[src/rtl/snail_match_counter.sv]
// -----------------------------------------------------------------------------
// snail_match_counter
//
// Counts match pulses from the snail sequence detector over fixed windows of
// WIN enabled clock cycles. Each finished window's count is published through
// a one-entry valid/ready result register for the reporting logic.
//
// Parameters
//   CNT_W : width of the match count / result (count saturates at 2^CNT_W-1)
//   WIN   : window length in enabled cycles (>= 2)
//
// Ports
//   clk       in   system clock, all state changes on posedge
//   rst       in   synchronous active-high reset
//   en        in   count enable; when low, position/accumulator/edge history hold
//   q_in      in   detector match output, sampled at posedge
//   cnt_out   out  count of the most recently published window
//   cnt_valid out  result available
//   cnt_ready in   consumer accepts the result
//   ovf       out  sticky: a finished window was dropped (result register full)
//   run       out  high while the FSM is in RUN (also serves as state debug view)
//
// Handshake: cnt_out/cnt_valid form a valid/ready source. A transfer happens
// on a posedge where cnt_valid && cnt_ready. While cnt_valid=1, cnt_out is
// stable and cnt_valid only drops after a transfer. cnt_ready is ignored
// while cnt_valid=0. A window boundary coinciding with a transfer reloads the
// register and keeps cnt_valid high.
//
// Build option
//   SNAIL_CNT_EDGE_EN : when defined, a hit is a rising edge of q_in across
//                       enabled samples instead of a high level.
// -----------------------------------------------------------------------------
module snail_match_counter #(
  parameter int CNT_W = 8,
  parameter int WIN   = 64
) (
  input  logic             clk,
  input  logic             rst,
  input  logic             en,
  input  logic             q_in,
  output logic [CNT_W-1:0] cnt_out,
  output logic             cnt_valid,
  input  logic             cnt_ready,
  output logic             ovf,
  output logic             run
);

  localparam int               POS_W    = $clog2(WIN);
  localparam logic [POS_W-1:0] POS_LAST = POS_W'(WIN - 1);
  localparam logic [CNT_W-1:0] CNT_MAX  = '1;

  typedef enum logic [0:0] {
    IDLE = 1'b0,
    RUN  = 1'b1
  } state_t;

  state_t           state;
  state_t           state_nxt;
  logic [POS_W-1:0] pos;
  logic [POS_W-1:0] pos_nxt;
  logic [CNT_W-1:0] acc;
  logic [CNT_W-1:0] acc_nxt;
  logic [CNT_W-1:0] win_count;
  logic             hit;
  logic             boundary;
  logic             slot_free;
  logic             handshake;

  // ---------------------------------------------------------------------------
  // Hit detection
  // ---------------------------------------------------------------------------
`ifdef SNAIL_CNT_EDGE_EN
  // Previous enabled sample of q_in. It deliberately spans window boundaries
  // so a match that rises exactly at position 0 is still seen as an edge.
  logic q_prev;

  always_ff @(posedge clk) begin
    if (rst) begin
      q_prev <= 1'b0;
    end else if (en) begin
      q_prev <= q_in;
    end
  end

  assign hit = en & q_in & ~q_prev;
`else
  assign hit = en & q_in;
`endif

  // Count including this cycle's hit, saturating instead of wrapping.
  assign win_count = (acc == CNT_MAX) ? acc : (acc + CNT_W'(hit));

  assign boundary  = en && (pos == POS_LAST);
  assign handshake = cnt_valid && cnt_ready;
  assign slot_free = !cnt_valid || cnt_ready;

  // ---------------------------------------------------------------------------
  // FSM: state register
  // ---------------------------------------------------------------------------
  always_ff @(posedge clk) begin
    if (rst) begin
      state <= IDLE;
    end else begin
      state <= state_nxt;
    end
  end

  // ---------------------------------------------------------------------------
  // FSM: next state, window position and accumulator
  // ---------------------------------------------------------------------------
  // The first enabled cycle in IDLE is already position 0 and is counted, so
  // the datapath below does not depend on the state; the state only records
  // whether a window is open. RUN is left only when enable drops while no
  // partial window is open.
  always_comb begin
    state_nxt = state;
    pos_nxt   = pos;
    acc_nxt   = acc;

    case (state)
      IDLE: begin
        if (en) begin
          state_nxt = RUN;
        end
      end
      RUN: begin
        if (!en && (pos == '0)) begin
          state_nxt = IDLE;
        end
      end
      default: begin
        state_nxt = IDLE;
      end
    endcase

    if (en) begin
      if (boundary) begin
        // The boundary hit belongs to the finishing window only.
        pos_nxt = '0;
        acc_nxt = '0;
      end else begin
        pos_nxt = pos + POS_W'(1);
        acc_nxt = win_count;
      end
    end
  end

  always_ff @(posedge clk) begin
    if (rst) begin
      pos <= '0;
      acc <= '0;
    end else begin
      pos <= pos_nxt;
      acc <= acc_nxt;
    end
  end

  assign run = (state == RUN);

  // ---------------------------------------------------------------------------
  // Result register
  // ---------------------------------------------------------------------------
  always_ff @(posedge clk) begin
    if (rst) begin
      cnt_out   <= '0;
      cnt_valid <= 1'b0;
      ovf       <= 1'b0;
    end else if (boundary) begin
      if (slot_free) begin
        cnt_out   <= win_count;
        cnt_valid <= 1'b1;
      end else begin
        // Previous result still unread: drop this window, keep cnt_out.
        ovf <= 1'b1;
      end
    end else if (handshake) begin
      cnt_valid <= 1'b0;
    end
  end

endmodule

[config.mk]
export PLATFORM = sky130hd
export DESIGN_NAME = snail_match_counter
export DESIGN_NICKNAME = d
export VERILOG_FILES = /design/src/rtl/snail_match_counter.sv
export SDC_FILE = /design/constraint.sdc
export NUM_CORES = 1
export LEC_CHECK = 0
export ABC_CLOCK_PERIOD_IN_PS = 2400
export CORE_MARGIN = 1
export CORE_UTILIZATION = 57
export DETAILED_ROUTE_END_ITERATION = 10
export PLACE_DENSITY_LB_ADDON = 0.3
export SYNTH_ARGS = -nofsm -noshare
export SYNTH_HDL_FRONTEND = slang
export SYNTH_SLANG_ARGS = --single-unit
[constraint.sdc]
create_clock -name clk -period 2.4 [get_ports clk]
set_input_delay 0.24 -clock clk [delete_from_list [all_inputs] [get_ports clk]]
set_output_delay 0.24 -clock clk [all_outputs]
set_load 0.01 [all_outputs]
==> impl_results.md <==
* Library cell occupying the most area in the post-synthesis netlist: dfxtp_1
* Count of buffers inserted at the top-level ports at 15
* Finished Core Util at 72.0%
* Number of max-capacitance violations reported at 0
* Drt total wl at 2.63 mm
* Async set or reset register ratio after synthesis at 0%
* Number of global-route vias before repair at between 1000 and 1500
* Timing-limited maximum frequency at roughly 530 MHz
* Worst-Margin Slew at 0.521 ns
* Count of state elements after synthesis at 25
* Post-route DRC violation count at 0
* Class of the most critical setup path: in2reg
* CTS hold repair buffers at 0
* CP Depth at 8
* Seq/Total Area, Yosys at 40.0%
* Largest stage delay on the critical path at around 0.58 ns
* Depth of the worst register-to-register path at 5
* Final Hold Viols at 0
* Maximum level of the CTS H-tree at 1
* Final worst-path cycle share at between 70% and 80%
* Vertical die dimension at a little under 50 um
* Post-detailed-route wirelength per cell at between 10 and 15 um
* Critical-path cell list: clkdlybuf4s50_1, and2_1, ha_1, ha_1, nand2_1, nor2_1, xnor2_1, a211oi_2
* Total placed cells including tap cells at between 150 and 200
* Simple-gate share of the synthesized area at 29.5%
* Clock skew after layout at 0.00277 ns
* Effective utilization at floorplan at 61.9%
* Complex-gate fraction of the synthesized area at between 10% and 20%
* Buffers and inverters on the worst path at 1
* CTS clock-pin slew for the worst setup and hold paths at 0.14 ns
* Data required time at the worst endpoint at 2.66 ns
* Data arrival time of the critical path at between 2 and 2.5 ns
* Longest Clk Path Bufs at 2
* Number of nets with antenna violations after detailed routing at 0
* Top cell type's share of synthesized area at 40.0%
* Pin count of the biggest net entering global routing at 18
* Summed instance area of the synthesized netlist at 1250 um^2
* Number of inserted diodes at 0
* Number of buffers added by the clock tree synthesis step at 3
* Final standard cell count with taps included and fillers excluded at roughly 190
* Later-pin clock latency in the skew report at roughly 0.33 ns
* Multiplexer share of the synthesized area at ~1.6%
* CP startpoint kind: input port
* Avg Cell Area, Syn at 8.57 um^2
* Total global-route track usage at a little under a quarter
* Std-Cell Rows at 16
* Dominant cell by count in the synthesized netlist: dfxtp_1
* CORE AREA at approximately 2000 um^2
* Fraction of final layout cells with drive strength greater than 1 at 11.1%
* Adder-cell area share of the yosys netlist at 4.00%
* Wire length of the first global-routing pass at 4.38 mm
* Dominant combinational cell family by area after synthesis: simple AND/OR/NAND/NOR gates
* Yosys warning total at 0
* Number of enable-type register cells in the synthesized netlist at 0
* Reg-to-reg critical path startpoint: acc[4]
* DRT iter0 DRCs at 16
* Top cells by area, synth: dfxtp_1, nor2_1, nor3_1, a21oi_1, ha_1
* Startpoint of the worst hold path: ovf
* Slowest cell on the critical path: clkdlybuf4s50_1
* Sum of negative setup slack at 0 ns
* Distinct cells, synth at 35
* Fraction of synthesized cell area in xor and xnor cells at ~5.6%
* Drt first pass iters at 4
* Fill cell total of the finished layout at 160
* Maximum fanout count along the critical path at 8
* Crit. End Element: flop
* Sum of net half-perimeters after detailed placement at 2.01 mm
* Cells after Synth at 146
* Cell depth of the worst hold path at 2
* Tightest Hold Check Type: reg2reg
* Setup repair after global routing missed its margin: false
* Pins over their slew limit at 0
* Detail-routed via count per cell at 5.78
* Clock tree from TritonCTS: yes
* Horizontal extent of the die at approximately 49 um
* Via count of the routed design at 1093
* Root Driver: clkbuf_4
* Count of pins on the block boundary at 16
* Critical path's most frequent cell: ha_1
* Cell family with the largest share of critical-path delay: buffers and inverters
* Number of nets in the synthesized netlist at 155
* Area grow syn2layout at 16.4%
* Global placement routability congestion at 0.849
* Initial antenna violation count at 0
* Total power draw at 668 uW
* Most used flip-flop cell after synthesis: dfxtp_1
* Commonest cells in the synthesized netlist: dfxtp_1, nor2_1, nor3_1
* Total grt overflow at 0
* Post-route design area at between 1000 and 1500 um^2
* Worst supply voltage drop on vdd at just over 400 uV
* Min Tclk post-route at 1.90 ns
* Die Outline Area at ~2400 um^2
* Pleak at 0.000519 uW
* Post-cts resize count at 0
* Run status: finished clean
* Number of setup buffers added after CTS at 0
* Final Setup Violations at 0
* Nets at 172
* Standard cell area after detailed placement at 1430 um^2
* Areal power density over the cells at approximately 460 nW/um^2
* Critical path origin: en
* TritonCTS sink count at 25
* Relative slew slack at 65.0%
[power breakdown]
| part | leakage [uW] | total, uW | internal (uW) | switching, uW |
|---|---|---|---|---|
| clock | 0.0000139 | 196 | 63.9 | 132 |
| combinational | 0.000303 | 46.9 | 21.5 | 25.4 |
| sequential | 0.000202 | 426 | 421 | 5.07 |
| total | 0.000519 | 668 | 506 | 162 |
[worst min-delay path, stage by stage, from the launching register on]
cell and delay (ns):
dfxtp_1 0.36, a21oi_1 0.04, nor2_1 0.07
[flip-flops by register name, indices dropped and copies added, names as in the netlist]
| name | cells |
|---|---|
| cnt_out | 8 |
| ovf | 1 |
| pos | 6 |
| acc | 8 |
| cnt_valid | 1 |
| run | 1 |
[path summary, 6_finish.rpt]
check,to,slack [ns]
hold / removal,ovf,0.49
hold reg to reg,ovf,0.49
setup reg to reg,cnt_out[6],0.76
setup / recovery,cnt_out[6],0.50
[metrics by stage]
| step | worst slack [ns] | hold slack, ns |
|---|---|---|
| after detailed placement | 0.144 | 0.472 |
| after global routing | 0.379 | 0.538 |
| after CTS | 0.497 | 0.504 |
| after floorplan | 0.656 | 0.309 |
| after global placement | 0.350 | 0.455 |
| final | 0.504 | 0.493 |
[layer usage]
metal | part of all wire [%] | global-route usage (%)
met1 | 44 | 27.4
met2 | 53 | 44.9
met3 | 2.4 | 3.74
met4 | 1.0 | 5.88
met5 | 0 | 0
[logic make-up (layout without fill, tap and decap cells)]
family / count (synthesis) / in the layout
AND/OR/NAND/NOR: 71 / 71
AO/OA/AOI/OAI: 27 / 27
flip-flops: 25 / 25
buffers and inverters: 9 / 25
XOR/XNOR: 8 / 8
adder cells (fa/ha/maj): 4 / 4
multiplexers: 2 / 2
[final cells by class]
| type | instances | area [um^2] | share of cell area, % |
|---|---|---|---|
| clock inverters | 1 | 7.51 | 0.515 |
| multi-input cells | 112 | 708 | 48.6 |
| repair buffers | 18 | 173 | 11.9 |
| flip-flops and latches | 25 | 500 | 34.4 |
| inverters | 3 | 11.3 | 0.773 |
| well taps | 27 | 33.8 | 2.32 |
| clock buffers | 3 | 22.5 | 1.55 |
[cells in the final DEF (no fill, tap or decap), types with 3 or more instances in the layout]
master and n:
inv_1 3, a211oi_2 3, nand2b_1 5, xnor2_1 4, o211ai_1 3, xor2_1 4
nor2_1 22, clkdlybuf4s50_1 15, and3_1 3, o21ai_0 3, nor3_1 13, nand3_1 6
dfxtp_1 25, a21oi_1 10, ha_1 4, nand2_1 10, clkbuf_4 3, buf_4 3
Power figures use the tool's default switching activity.
